==> src/rtl/ss_update_ctrl.sv <==
// ----------------------------------------------------------------------------
// ss_update_ctrl
// Sequencer for the space-saving heavy-hitter engine. It takes a stream of
// item keys and drives a key CAM (key -> slot) and a counter CAM
// (slot -> count):
//   - hit:  read the slot count, write back count+1 (saturating)
//   - miss with a free slot: insert the key at slot fill_cnt with count 1
//   - miss with a full table: search ascending counts for a minimum slot,
//     then overwrite it with the new key and count min+1
// It also runs the counter CAM's 4-phase max reduction and clears both CAMs.
//
// Ports
//   clk, rstn                  clock, async active-low reset
//   clear_req, max_req         level requests, sampled in IDLE
//   item_valid/item_key/ready  key stream handshake
//   max_valid, max_value       max query result
//   busy, fill_cnt             status
//   evict_pulse                one pulse per eviction
//   kcam_*                     key CAM controls and results
//   ccam_*                     counter CAM controls and results
// ----------------------------------------------------------------------------
module ss_update_ctrl #(
   parameter int unsigned KEY_SIZE    = 16,
   parameter int unsigned WORD_SIZE   = 13,
   parameter int unsigned ENTRY_WIDTH = 7,
   parameter int unsigned ROW_NUM     = 128
) (
   input  logic                   clk,
   input  logic                   rstn,
   input  logic                   clear_req,
   input  logic                   item_valid,
   input  logic [KEY_SIZE-1:0]    item_key,
   output logic                   item_ready,
   input  logic                   max_req,
   output logic                   max_valid,
   output logic [WORD_SIZE-1:0]   max_value,
   output logic                   busy,
   output logic [ENTRY_WIDTH:0]   fill_cnt,
   output logic                   evict_pulse,
   output logic [KEY_SIZE-1:0]    kcam_data,
   output logic [ENTRY_WIDTH-1:0] kcam_addr,
   output logic                   kcam_write_en,
   output logic                   kcam_search_en,
   output logic                   kcam_reset,
   input  logic                   kcam_match,
   input  logic [ENTRY_WIDTH-1:0] kcam_addr_out,
   output logic [WORD_SIZE-1:0]   ccam_data,
   output logic [ENTRY_WIDTH-1:0] ccam_addr,
   output logic                   ccam_read_en,
   output logic                   ccam_write_en,
   output logic                   ccam_search_en,
   output logic                   ccam_reset,
   output logic                   ccam_max_en,
   input  logic [WORD_SIZE-1:0]   ccam_data_out,
   input  logic [ENTRY_WIDTH-1:0] ccam_addr_out,
   input  logic                   ccam_match,
   input  logic [WORD_SIZE-1:0]   ccam_max
);

   localparam int unsigned          FILL_W  = ENTRY_WIDTH + 1;
   localparam logic [FILL_W-1:0]    ROWS    = FILL_W'(ROW_NUM);
   localparam logic [WORD_SIZE-1:0] CNT_MAX = '1;
   localparam logic [WORD_SIZE-1:0] CNT_ONE = WORD_SIZE'(1);

   typedef enum logic [3:0] {
      IDLE,
      CLEAR,
      LOOKUP,
      RD_CNT,
      WR_CNT,
      INSERT,
      FIND_MIN,
      EVICT,
      MAX0,
      MAX1,
      MAX2,
      MAX3,
      MAX_DONE
   } state_t;

   state_t                 state_q, state_d;
   logic [KEY_SIZE-1:0]    key_q, key_d;
   logic [ENTRY_WIDTH-1:0] slot_q, slot_d;
   logic [WORD_SIZE-1:0]   cnt_q, cnt_d;
   logic [WORD_SIZE-1:0]   min_val_q, min_val_d;
   logic [FILL_W-1:0]      fill_q, fill_d;
   logic [WORD_SIZE-1:0]   max_value_d;
   logic                   rdy_q;
   logic                   hit;

   // next-cycle values of the registered CAM controls
   logic [KEY_SIZE-1:0]    kcam_data_d;
   logic [ENTRY_WIDTH-1:0] kcam_addr_d;
   logic                   kcam_write_en_d, kcam_search_en_d, kcam_reset_d;
   logic [WORD_SIZE-1:0]   ccam_data_d;
   logic [ENTRY_WIDTH-1:0] ccam_addr_d;
   logic                   ccam_read_en_d, ccam_write_en_d, ccam_search_en_d;
   logic                   ccam_reset_d, ccam_max_en_d;
   logic                   max_valid_d, evict_pulse_d, busy_d, rdy_d;

   function automatic logic [WORD_SIZE-1:0] sat_inc(input logic [WORD_SIZE-1:0] v);
      return (v == CNT_MAX) ? v : v + CNT_ONE;
   endfunction

   // rdy_q is a registered "in IDLE" flag so ready stays low during reset
   assign item_ready = rdy_q & ~clear_req & ~max_req;
   assign fill_cnt   = fill_q;

   // slots at or above fill_cnt hold stale data and must never count as a hit
   assign hit = kcam_match && (FILL_W'(kcam_addr_out) < fill_q);

   // state register, operands and registered outputs
   always_ff @(posedge clk or negedge rstn) begin
      if (!rstn) begin
         state_q        <= IDLE;
         key_q          <= '0;
         slot_q         <= '0;
         cnt_q          <= '0;
         min_val_q      <= CNT_ONE;
         fill_q         <= '0;
         max_value      <= '0;
         rdy_q          <= 1'b0;
         kcam_data      <= '0;
         kcam_addr      <= '0;
         kcam_write_en  <= 1'b0;
         kcam_search_en <= 1'b0;
         kcam_reset     <= 1'b0;
         ccam_data      <= '0;
         ccam_addr      <= '0;
         ccam_read_en   <= 1'b0;
         ccam_write_en  <= 1'b0;
         ccam_search_en <= 1'b0;
         ccam_reset     <= 1'b0;
         ccam_max_en    <= 1'b0;
         max_valid      <= 1'b0;
         evict_pulse    <= 1'b0;
         busy           <= 1'b0;
      end else begin
         state_q        <= state_d;
         key_q          <= key_d;
         slot_q         <= slot_d;
         cnt_q          <= cnt_d;
         min_val_q      <= min_val_d;
         fill_q         <= fill_d;
         max_value      <= max_value_d;
         rdy_q          <= rdy_d;
         kcam_data      <= kcam_data_d;
         kcam_addr      <= kcam_addr_d;
         kcam_write_en  <= kcam_write_en_d;
         kcam_search_en <= kcam_search_en_d;
         kcam_reset     <= kcam_reset_d;
         ccam_data      <= ccam_data_d;
         ccam_addr      <= ccam_addr_d;
         ccam_read_en   <= ccam_read_en_d;
         ccam_write_en  <= ccam_write_en_d;
         ccam_search_en <= ccam_search_en_d;
         ccam_reset     <= ccam_reset_d;
         ccam_max_en    <= ccam_max_en_d;
         max_valid      <= max_valid_d;
         evict_pulse    <= evict_pulse_d;
         busy           <= busy_d;
      end
   end

   // next state, next operands, and the controls for the state being entered
   always_comb begin
      state_d     = state_q;
      key_d       = key_q;
      slot_d      = slot_q;
      cnt_d       = cnt_q;
      min_val_d   = min_val_q;
      fill_d      = fill_q;
      max_value_d = max_value;

      case (state_q)
         IDLE: begin
            if (clear_req) begin
               state_d = CLEAR;
            end else if (max_req) begin
               state_d = MAX0;
            end else if (item_valid && item_ready) begin
               key_d   = item_key;
               state_d = LOOKUP;
            end
         end
         CLEAR: begin
            fill_d    = '0;
            min_val_d = CNT_ONE;
            state_d   = IDLE;
         end
         LOOKUP: begin
            if (hit) begin
               slot_d  = kcam_addr_out;
               state_d = RD_CNT;
            end else if (fill_q < ROWS) begin
               state_d = INSERT;
            end else begin
               state_d = FIND_MIN;
            end
         end
         RD_CNT: begin
            cnt_d   = ccam_data_out;
            state_d = WR_CNT;
         end
         WR_CNT:  state_d = IDLE;
         INSERT: begin
            fill_d  = fill_q + FILL_W'(1);
            state_d = IDLE;
         end
         // min_val only climbs; with a full table and saturating counts a
         // match is always reached
         FIND_MIN: begin
            if (ccam_match) begin
               slot_d  = ccam_addr_out;
               state_d = EVICT;
            end else begin
               min_val_d = min_val_q + CNT_ONE;
            end
         end
         EVICT:   state_d = IDLE;
         MAX0:    state_d = MAX1;
         MAX1:    state_d = MAX2;
         MAX2:    state_d = MAX3;
         MAX3:    state_d = MAX_DONE;
         // max_value lands on the edge that closes the max_valid cycle
         MAX_DONE: begin
            max_value_d = ccam_max;
            state_d     = IDLE;
         end
         default: state_d = IDLE;
      endcase

      kcam_data_d      = key_d;
      kcam_addr_d      = '0;
      kcam_write_en_d  = 1'b0;
      kcam_search_en_d = 1'b0;
      kcam_reset_d     = 1'b0;
      ccam_data_d      = '0;
      ccam_addr_d      = '0;
      ccam_read_en_d   = 1'b0;
      ccam_write_en_d  = 1'b0;
      ccam_search_en_d = 1'b0;
      ccam_reset_d     = 1'b0;
      ccam_max_en_d    = 1'b0;
      max_valid_d      = 1'b0;
      evict_pulse_d    = 1'b0;
      busy_d           = (state_d != IDLE);
      rdy_d            = (state_d == IDLE);

      case (state_d)
         CLEAR: begin
            kcam_reset_d = 1'b1;
            ccam_reset_d = 1'b1;
         end
         LOOKUP: kcam_search_en_d = 1'b1;
         RD_CNT: begin
            ccam_read_en_d = 1'b1;
            ccam_addr_d    = slot_d;
         end
         WR_CNT: begin
            ccam_write_en_d = 1'b1;
            ccam_addr_d     = slot_d;
            ccam_data_d     = sat_inc(cnt_d);
         end
         INSERT: begin
            kcam_write_en_d = 1'b1;
            kcam_addr_d     = fill_d[ENTRY_WIDTH-1:0];
            ccam_write_en_d = 1'b1;
            ccam_addr_d     = fill_d[ENTRY_WIDTH-1:0];
            ccam_data_d     = CNT_ONE;
         end
         FIND_MIN: begin
            ccam_search_en_d = 1'b1;
            ccam_data_d      = min_val_d;
         end
         EVICT: begin
            kcam_write_en_d = 1'b1;
            kcam_addr_d     = slot_d;
            ccam_write_en_d = 1'b1;
            ccam_addr_d     = slot_d;
            ccam_data_d     = sat_inc(min_val_d);
            evict_pulse_d   = 1'b1;
         end
         // max_en must stay high for all four phases without a gap
         MAX0, MAX1, MAX2, MAX3: ccam_max_en_d = 1'b1;
         MAX_DONE: max_valid_d = 1'b1;
         default: ;
      endcase
   end

endmodule
==> config.mk <==
export PLATFORM = sky130hd
export DESIGN_NAME = ss_update_ctrl
export DESIGN_NICKNAME = d
export VERILOG_FILES = /design/src/rtl/ss_update_ctrl.sv
export SDC_FILE = /design/constraint.sdc
export NUM_CORES = 1
export LEC_CHECK = 0
export BUFFER_PORTS_ARGS = -buffer_cell sky130_fd_sc_hd__buf_2
export CAP_MARGIN = 20
export CORE_ASPECT_RATIO = 0.9
export CORE_MARGIN = 1.5
export CORE_UTILIZATION = 50
export CTS_BUF_LIST = sky130_fd_sc_hd__clkbuf_8
export CTS_CLUSTER_SIZE = 25
export DETAILED_ROUTE_END_ITERATION = 7
export PLACE_DENSITY_LB_ADDON = 0.08
export SLEW_MARGIN = 5
export SYNTH_ARGS = -nofsm -noshare
export SYNTH_HDL_FRONTEND = slang
export SYNTH_SLANG_ARGS = --single-unit
==> constraint.sdc <==
create_clock -name clk -period 3.5 [get_ports clk]
set_clock_uncertainty 0.2 [all_clocks]
set_input_delay 0.525 -clock clk [delete_from_list [all_inputs] [get_ports clk]]
set_output_delay 0.525 -clock clk [all_outputs]
set_load 0.03 [all_outputs]
==> results.yml, run 1 <==
run_status:
  run_status: "completed"
clock_tree:
  post-cts-setup-buffer-count: 0
  cts_root_buffer: "sky130_fd_sc_hd__clkbuf_8"
  cts.path.max_buffers: 2
  cts_made_buffers: 9
  tritoncts: "built"
  clock-sinks: 112
  insertion_delay_ns: 0.38
  htree_num_levels: 3
  clock_pin_slew_on_the_worst_setup_and_hold_paths_ns: 0.10
route:
  totalWireLength_mm: 13.9
  first_iter_violations: 314
  first_pass_iters: 6
  remaining_drcs: 0
  num_vias: 4720
  post_drt_wl_per_cell_um: 16.3
  post_detailed_route_count_of_antenna_violating_nets: 0
  drt-vias-per-instance: 5.56
setup_path:
  crit_path_cell_trace: "ha_1 > or3b_2 > a2111oi_4 > xor2_1 > nand3_1 > nor4b_4 > buf_4 > nor3_1 > o32ai_1"
  crit_path_end_kind: "flip-flop"
  worst_path_class_setup: "flip-flop to flip-flop"
  crit_path_top_delay_cell: "sky130_fd_sc_hd__dfstp_2"
  worst-path-max-fanout: 5
  critical-path-max-stage-delay_ns: 0.59
  cp_data_required_time_ns: 3.59
  setup.worst_path.start_class: "flip-flop"
  arrival_ns: 3.32
placed_design:
  placement.io_buffers: 138
  dp.final_hpwl_mm: 10.1
  gpl.final_weighted_congestion: 0.895
  place.detailed.instances: 833
sta:
  finalCriticalPeriod_ns: 3.24
  fin_setup_tns_ns: 0
  maxClockFrequency_mhz: 309
  grt_setup_unrepaired: "false"
  timing_max_transition_violations_final: 0
  setup-violations-final: 0
  worst_slew_margin_rel: 0.596
  timing.final.crit_share: 0.925
  finalHoldViolations: 0
  tightestPinTransition_ns: 0.606
yosys:
  ys_types: 67
  synth-seq-cells: 112
  ys_seq_area_frac: 0.507
  ys.warnings.count: 0
  netlist_instances: 559
  avg_cell_area_syn_um2: 9.90
  yosys_most_used_dff: "sky130_fd_sc_hd__dfrtp_1"
  netlist_area_pre_place_um2: 5530
  synth-async-reset-ratio: 1.00
  syn_nets: 632
  number_of_enable_flip_flop_cells_after_synthesis: 0
floorplanning:
  design.die.area_um2: 11700
  initial_core_util: 0.512
  design.portCount: 139
  floorplan.rows: 36
  height_of_the_die_um: 103
  dieWidth_um: 114
  placeableCoreArea_um2: 10800
global_routing:
  antenna_found_initial: 0
  first_pass_grt_wire_length_mm: 21.9
  remaining_global_route_overflow: 0
  grt_pass1_vias: 4470
  grt_max_degree: 113
  grt_util_all_layers: 0.241
power_and_ir_drop:
  p_per_area_nw_per_um2: 636
  ir_worst_vdd_v: 0.000373
  power.static_leakage_nw: 3.43
final_layout:
  final_layout_size_suffix_gt1_frac: 0.302
  finish.cell_count_without_fillers: 849
  num-nets-final: 784
  antennaDiodeCount: 0
  filler_cells: 924
  synthToLayoutAreaGrowth_pct: 21.5
min_path:
  hp-class: "input port to async pin"
job:
  cap_violations: 0
==> what timing repair did <==
item	4_1_cts	5_1_grt
endpoints found under the setup margin	0	2
gates resized for setup	0	1
hold buffers	0	0
==> path summary, 6_finish.rpt <==
check                      slack [ns]      endpoint         start  cells past startpoint
max                              0.26  ccam_data[2]  min_val_q[0]                      9
min                             0.006  kcam_addr[3]          rstn                      2
max reg2reg                      0.26  ccam_data[2]  min_val_q[0]                      9
min reg2reg                      0.28     key_q[11]     key_q[11]                      2
max in group asynchronous        2.63      cnt_q[5]          rstn                      2
min in group clk                 0.12      key_q[1]   item_key[1]                      3
==> synthesized netlist by cell type (all sizes together), types with 3 or more instances <==
cell / count / share of area
nand3: 19 / 0.018
nor3: 21 / 0.019
mux2: 17 / 0.035
o22ai: 6 / 0.0068
o32ai: 3 / 0.0047
a222oi: 7 / 0.013
buf: 9 / 0.010
nand4: 10 / 0.011
nand2b: 6 / 0.0068
xor2: 9 / 0.014
nor3b: 6 / 0.0090
nor4: 3 / 0.0088
xnor2: 17 / 0.027
nor4b: 4 / 0.010
clkbuf: 18 / 0.012
mux2i: 10 / 0.018
and3: 8 / 0.0090
or3: 5 / 0.0057
o21ai: 25 / 0.023
nand2: 114 / 0.077
inv: 27 / 0.018
nand4bb: 3 / 0.0061
dfrtp: 111 / 0.50
nor2: 27 / 0.018
ha: 10 / 0.023
a22oi: 5 / 0.0068
a21oi: 17 / 0.015
o211ai: 4 / 0.0063
==> power by group <==
group	total [mW]	internal, mW	switching (mW)
Combinational	1.66	0.591	1.07
Clock	0.805	0.369	0.436
Sequential	1.81	1.62	0.184
==> per-layer routing <==
layer | wire (um) | global-route usage | vias up
met5 | 0 | 0 | -
met3 | 658 | 0.0511 | 18
met1 | 6080 | 0.307 | 2297
met2 | 6900 | 0.411 | 136
met4 | 231 | 0.0856 | 0
li1 | - | - | 2269
==> placed cells by master (no fill, tap or decap), types with 5 or more instances in the layout <==
master                       n
sky130_fd_sc_hd__mux2i_1    10
sky130_fd_sc_hd__a21oi_1    17
sky130_fd_sc_hd__clkbuf_8   11
sky130_fd_sc_hd__and3_1      8
sky130_fd_sc_hd__dfrtp_1   111
sky130_fd_sc_hd__nor3b_1     5
sky130_fd_sc_hd__xor2_1      9
sky130_fd_sc_hd__inv_1      28
sky130_fd_sc_hd__ha_1       10
sky130_fd_sc_hd__o21ai_0    23
sky130_fd_sc_hd__a22oi_1     5
sky130_fd_sc_hd__nand4_1    10
sky130_fd_sc_hd__or3_1       5
sky130_fd_sc_hd__a222oi_1    7
sky130_fd_sc_hd__nor2_1     27
sky130_fd_sc_hd__nand2b_1    6
sky130_fd_sc_hd__nand2_1   114
sky130_fd_sc_hd__nor3_1     20
sky130_fd_sc_hd__xnor2_1    17
sky130_fd_sc_hd__nand3_1    18
sky130_fd_sc_hd__mux2_2     17
sky130_fd_sc_hd__buf_4      30
sky130_fd_sc_hd__buf_2     137
sky130_fd_sc_hd__o22ai_1     6
==> flip-flops by register name (all words and copies together), names as in the netlist <==
| name | flops |
|---|---|
| busy | 1 |
| ccam_addr | 7 |
| ccam_data | 13 |
| ccam_max_en | 1 |
| ccam_read_en | 1 |
| ccam_reset | 1 |
| ccam_search_en | 1 |
| ccam_write_en | 1 |
| cnt_q | 13 |
| evict_pulse | 1 |
| fill_cnt | 8 |
| kcam_addr | 7 |
| kcam_search_en | 1 |
| kcam_write_en | 1 |
| key_q | 16 |
| max_valid | 1 |
| max_value | 13 |
| min_val_q | 13 |
| rdy_q | 1 |
| slot_q | 7 |
| state_q | 4 |
==> cells by family (layout without fill, tap and decap cells) <==
group,Yosys count,after routing,synth area share
flip-flops,112,112,0.507
AO/OA/AOI/OAI,88,88,0.112
adder cells (fa/ha/maj),10,10,0.0226
XOR/XNOR,26,26,0.0412
buffers and inverters,55,212,0.0416
multiplexers,27,27,0.0527
AND/OR/NAND/NOR,241,241,0.223
==> final cells by class <==
type / instances / area, um2 / share of cell area
sequential: 112 / 2800 / 0.417
multi-input combinational: 392 / 2510 / 0.373
timing repair buffer: 168 / 931 / 0.138
tap: 133 / 166 / 0.0248
clock buffer: 11 / 151 / 0.0225
inverter: 28 / 105 / 0.0156
clock inverter: 5 / 56.3 / 0.00838
==> worst max-delay path: cells and delay by family (launching register included) <==
family / cells / cell delay, ns
AOI/OAI and AO/OA: 2 / 0.71
xor gates and xnor gates: 1 / 0.22
adders and majority gates: 1 / 0.18
buffers and inverters: 1 / 0.19
DFF: 1 / 0.59
and+or+nand+nor: 4 / 1.05
==> metrics by stage <==
step           setup WS [ns]  hold WS [ns]  cell area (um2)  power [mW]  utilization
5_1_grt               0.0417        0.0529             6720        4.55        0.622
6_report               0.263       0.00603             6720        4.27        0.622
3_3_place_gp           0.184         0.251             6510        3.44        0.602
2_1_floorplan          0.303        0.0294             5530        2.94            -
3_5_place_dp           0.166         0.259             6510        3.49        0.602
4_1_cts                0.238        0.0274             6720        4.30        0.621
Note: power is estimated with default switching activity, not from simulation.
==> inputs of run 2 (changes only) <==
--- a/config.mk
+++ b/config.mk
@@ -5,6 +5,7 @@
 export SDC_FILE = /design/constraint.sdc
 export NUM_CORES = 1
 export LEC_CHECK = 0
+export ABC_AREA = 1
 export BUFFER_PORTS_ARGS = -buffer_cell sky130_fd_sc_hd__buf_2
 export CAP_MARGIN = 20
 export CORE_ASPECT_RATIO = 0.9
==> run 2 against run 1 <==
Maximum frequency is 14% higher. Combinational power is 17% higher. Clock-buffer cell count stayed put. Synthesized cell count is 24% higher. Non-clock buffer count is 26 lower. Worst setup slack better by 0.40 ns. Sequential power hardly changed. Design area is 2.0% higher.
==> results.yml, run 2 <==
route:
  first_iter_violations: 285
  post_detailed_route_count_of_antenna_violating_nets: 0
  remaining_drcs: 0
  drt-vias-per-instance: 5.01
  num_vias: 4993
  post_drt_wl_per_cell_um: 13.5
  totalWireLength_mm: 13.5
  first_pass_iters: 5
setup_path:
  crit_path_end_kind: "flip-flop"
  setup.worst_path.start_class: "flip-flop"
  arrival_ns: 2.94
  worst_path_class_setup: "flip-flop to flip-flop"
  r2r_setup_slack_ns: 0.66
  worst-path-max-fanout: 26
  timing.rr.start: "state_q[0]"
  r2r_end: "ccam_data[10]"
  cp_data_required_time_ns: 3.60
  r2r_cells: 17
yosys:
  number_of_enable_flip_flop_cells_after_synthesis: 0
  ys_types: 40
  library_cell_with_the_highest_instance_count_after_synthesis: "sky130_fd_sc_hd__nand2_1"
  ys.warnings.count: 0
  netlist.area_leader.share: 0.480
  ranking_of_synthesized_cells_by_area: "sky130_fd_sc_hd__dfrtp_1, sky130_fd_sc_hd__nand2_1, sky130_fd_sc_hd__mux2_2"
  syn_nets: 766
  avg_cell_area_syn_um2: 8.35
  synth_top_area_cell: "sky130_fd_sc_hd__dfrtp_1"
  netlist_instances: 693
  synth_common_cells: "sky130_fd_sc_hd__nand2_1, sky130_fd_sc_hd__dfrtp_1, sky130_fd_sc_hd__inv_1"
  netlist_area_pre_place_um2: 5790
  synth-seq-cells: 112
  yosys_most_used_dff: "sky130_fd_sc_hd__dfrtp_1"
  synth-async-reset-ratio: 1.00
  ys_seq_area_frac: 0.484
final_layout:
  multi_input_comb_area_um2: 2600
  final_layout_size_suffix_gt1_frac: 0.291
  top_register: "key_q"
  synthToLayoutAreaGrowth_pct: 18.4
  seqCellArea_um2: 2800
  final_cell_mix: "sky130_fd_sc_hd__nand2_1, sky130_fd_sc_hd__buf_2, sky130_fd_sc_hd__dfrtp_1, sky130_fd_sc_hd__inv_1, sky130_fd_sc_hd__nor2_1"
  filler_cells: 985
  largest_register_ffs: 16
  antennaDiodeCount: 0
  layout_commonest_cell: "sky130_fd_sc_hd__nand2_1"
  num-nets-final: 909
global_routing:
  first_pass_grt_wire_length_mm: 22.5
  antenna_found_initial: 0
  grt_util_all_layers: 0.238
  grt_max_degree: 63
  remaining_global_route_overflow: 0
  grt_pass1_vias: 4708
clock_tree:
  tritoncts: "built"
  cts_made_buffers: 9
  clock-sinks: 112
  cts_root_buffer: "sky130_fd_sc_hd__clkbuf_8"
  insertion_delay_ns: 0.40
  cts.path.max_buffers: 2
  cts_repair_resize_count: 0
  htree_num_levels: 3
  clock_pin_slew_on_the_worst_setup_and_hold_paths_ns: 0.11
sta:
  timing_max_transition_violations_final: 0
  timing.final.crit_share: 0.812
  setup-violations-final: 0
  tightestPinTransition_ns: 0.772
  post-route-worst-setup-slack_ns: 0.659
  finalHoldViolations: 0
  fin_setup_tns_ns: 0
  worst_slew_margin_rel: 0.484
  finalCriticalPeriod_ns: 2.84
  maxClockFrequency_mhz: 352
  grt_setup_unrepaired: "false"
power_and_ir_drop:
  sequentialPowerShare: 0.401
  totalPowerFinal_mw: 4.53
  ir_worst_vdd_v: 0.000559
  switching_share: 0.432
  clockPowerShare: 0.171
  p_comb_frac: 0.428
  power_report.internal_total_mw: 2.57
  power.static_leakage_nw: 3.71
  switching_power_mw: 1.96
  p_per_area_nw_per_um2: 660
min_path:
  worstHoldEndpoint: "max_value[0]"
  min_from: "ccam_max[0]"
  hold-path-cell-count: 2
  hp-class: "input port to flip-flop"
floorplanning:
  design.portCount: 139
  height_of_the_die_um: 105
  floorplan.rows: 37
  design.die.area_um2: 12200
  placeableCoreArea_um2: 11300
  dieWidth_um: 116
  initial_core_util: 0.510
placed_design:
  gpl.final_weighted_congestion: 0.884
  placement.io_buffers: 138
  dp.final_hpwl_mm: 10.2
  placement.setup.worst_slack_ns: 0.658
run_status:
  run_status: "completed"
job:
  cap_violations: 0
## run 2: cell count changes after synthesis, moves of 8 or more
cell / before / now
sky130_fd_sc_hd__nand2_1: 114 / 211
sky130_fd_sc_hd__inv_1: 27 / 72
sky130_fd_sc_hd__nand3_1: 18 / 50
sky130_fd_sc_hd__nor2_1: 27 / 58
sky130_fd_sc_hd__nand2_2: 0 / 17
sky130_fd_sc_hd__nor3_1: 21 / 4
sky130_fd_sc_hd__clkbuf_1: 18 / 3
sky130_fd_sc_hd__xnor2_1: 17 / 2
sky130_fd_sc_hd__mux2_2: 17 / 29
sky130_fd_sc_hd__inv_2: 0 / 10
sky130_fd_sc_hd__mux2i_1: 10 / 0
sky130_fd_sc_hd__nor2_2: 0 / 10
sky130_fd_sc_hd__and3_1: 8 / 0
## run 2: worst max path at each step
stage                    start             to  slack [ns]  cells past startpoint
floorplan            clear_req   ccam_data[3]        1.04                     12
global placement     clear_req   ccam_data[9]        0.70                     14
detailed placement   clear_req   ccam_data[9]        0.66                     14
CTS                 state_q[0]  ccam_data[10]        0.67                     17
global route        state_q[3]   ccam_data[8]        0.37                     15
finish              state_q[0]  ccam_data[10]        0.66                     17
## run 2: what timing repair did
action	4_1_cts	5_1_grt
endpoints found under the hold margin	50	0
hold buffers	1	0
setup buffers	0	0
## run 2: per-stage QoR
stage | utilization | cell area, um2 | hold slack, ns | std cells
finish | 0.605 | 6860 | 0.151 | 997
global route | 0.605 | 6860 | 0.128 | 997
CTS | 0.605 | 6860 | 0.129 | 997
detailed placement | 0.586 | 6650 | 0.268 | 980
global placement | 0.586 | 6650 | 0.264 | 980
floorplan | - | 5790 | 0.0294 | 693
## run 2: area by class of cell
cell class,count,share of cell area
inverters,86,0.0473
multi-input cells,485,0.379
flip-flops and latches,112,0.409
clock inverters,5,0.00675
well taps,156,0.0285
clock buffers,11,0.0221
repair buffers,142,0.108
## run 2: routing by layer
metal | GRT usage | share of wire | vias to the layer above | routed length (um)
li1 | - | - | 2493 | -
met1 | 0.327 | 0.46 | 2324 | 6200
met2 | 0.363 | 0.45 | 155 | 6100
met3 | 0.0667 | 0.068 | 21 | 919
met4 | 0.0758 | 0.018 | 0 | 244
met5 | 0 | 0 | - | 0
## run 2: worst max-delay path: stages, from the launching register on
cell and delay, ns:
sky130_fd_sc_hd__dfrtp_1 0.45, sky130_fd_sc_hd__nand2_1 0.14, sky130_fd_sc_hd__inv_2 0.06, sky130_fd_sc_hd__nand2_4 0.23, sky130_fd_sc_hd__clkinv_2 0.31, sky130_fd_sc_hd__nand2_1 0.16, sky130_fd_sc_hd__nand2_2 0.08, sky130_fd_sc_hd__ha_1 0.24
sky130_fd_sc_hd__nand3_1 0.15, sky130_fd_sc_hd__inv_1 0.11, sky130_fd_sc_hd__nand2_4 0.11, sky130_fd_sc_hd__inv_2 0.04, sky130_fd_sc_hd__nand2_2 0.11, sky130_fd_sc_hd__nand3_1 0.10, sky130_fd_sc_hd__nand2_1 0.08, sky130_fd_sc_hd__nand2_1 0.06
sky130_fd_sc_hd__inv_1 0.05, sky130_fd_sc_hd__nand2_1 0.05
## run 2: power groups by stage
stage,logic (mW),registers [mW],clock network [mW]
6_report,1.94,1.82,0.773
5_1_grt,2.14,1.86,0.850
4_1_cts,1.94,1.82,0.804
3_5_place_dp,1.94,1.84,0
3_3_place_gp,1.91,1.82,0
2_1_floorplan,0.980,2.27,0
## run 2: logic make-up after synthesis
kind of cell	after synthesis	synth area share
adders and majority gates	10	0.0216
DFF	112	0.484
xor gates and xnor gates	8	0.0121
AOI/OAI and AO/OA	51	0.0508
buffers and inverters	96	0.0670
and+or+nand+nor	387	0.308
muxes	29	0.0564
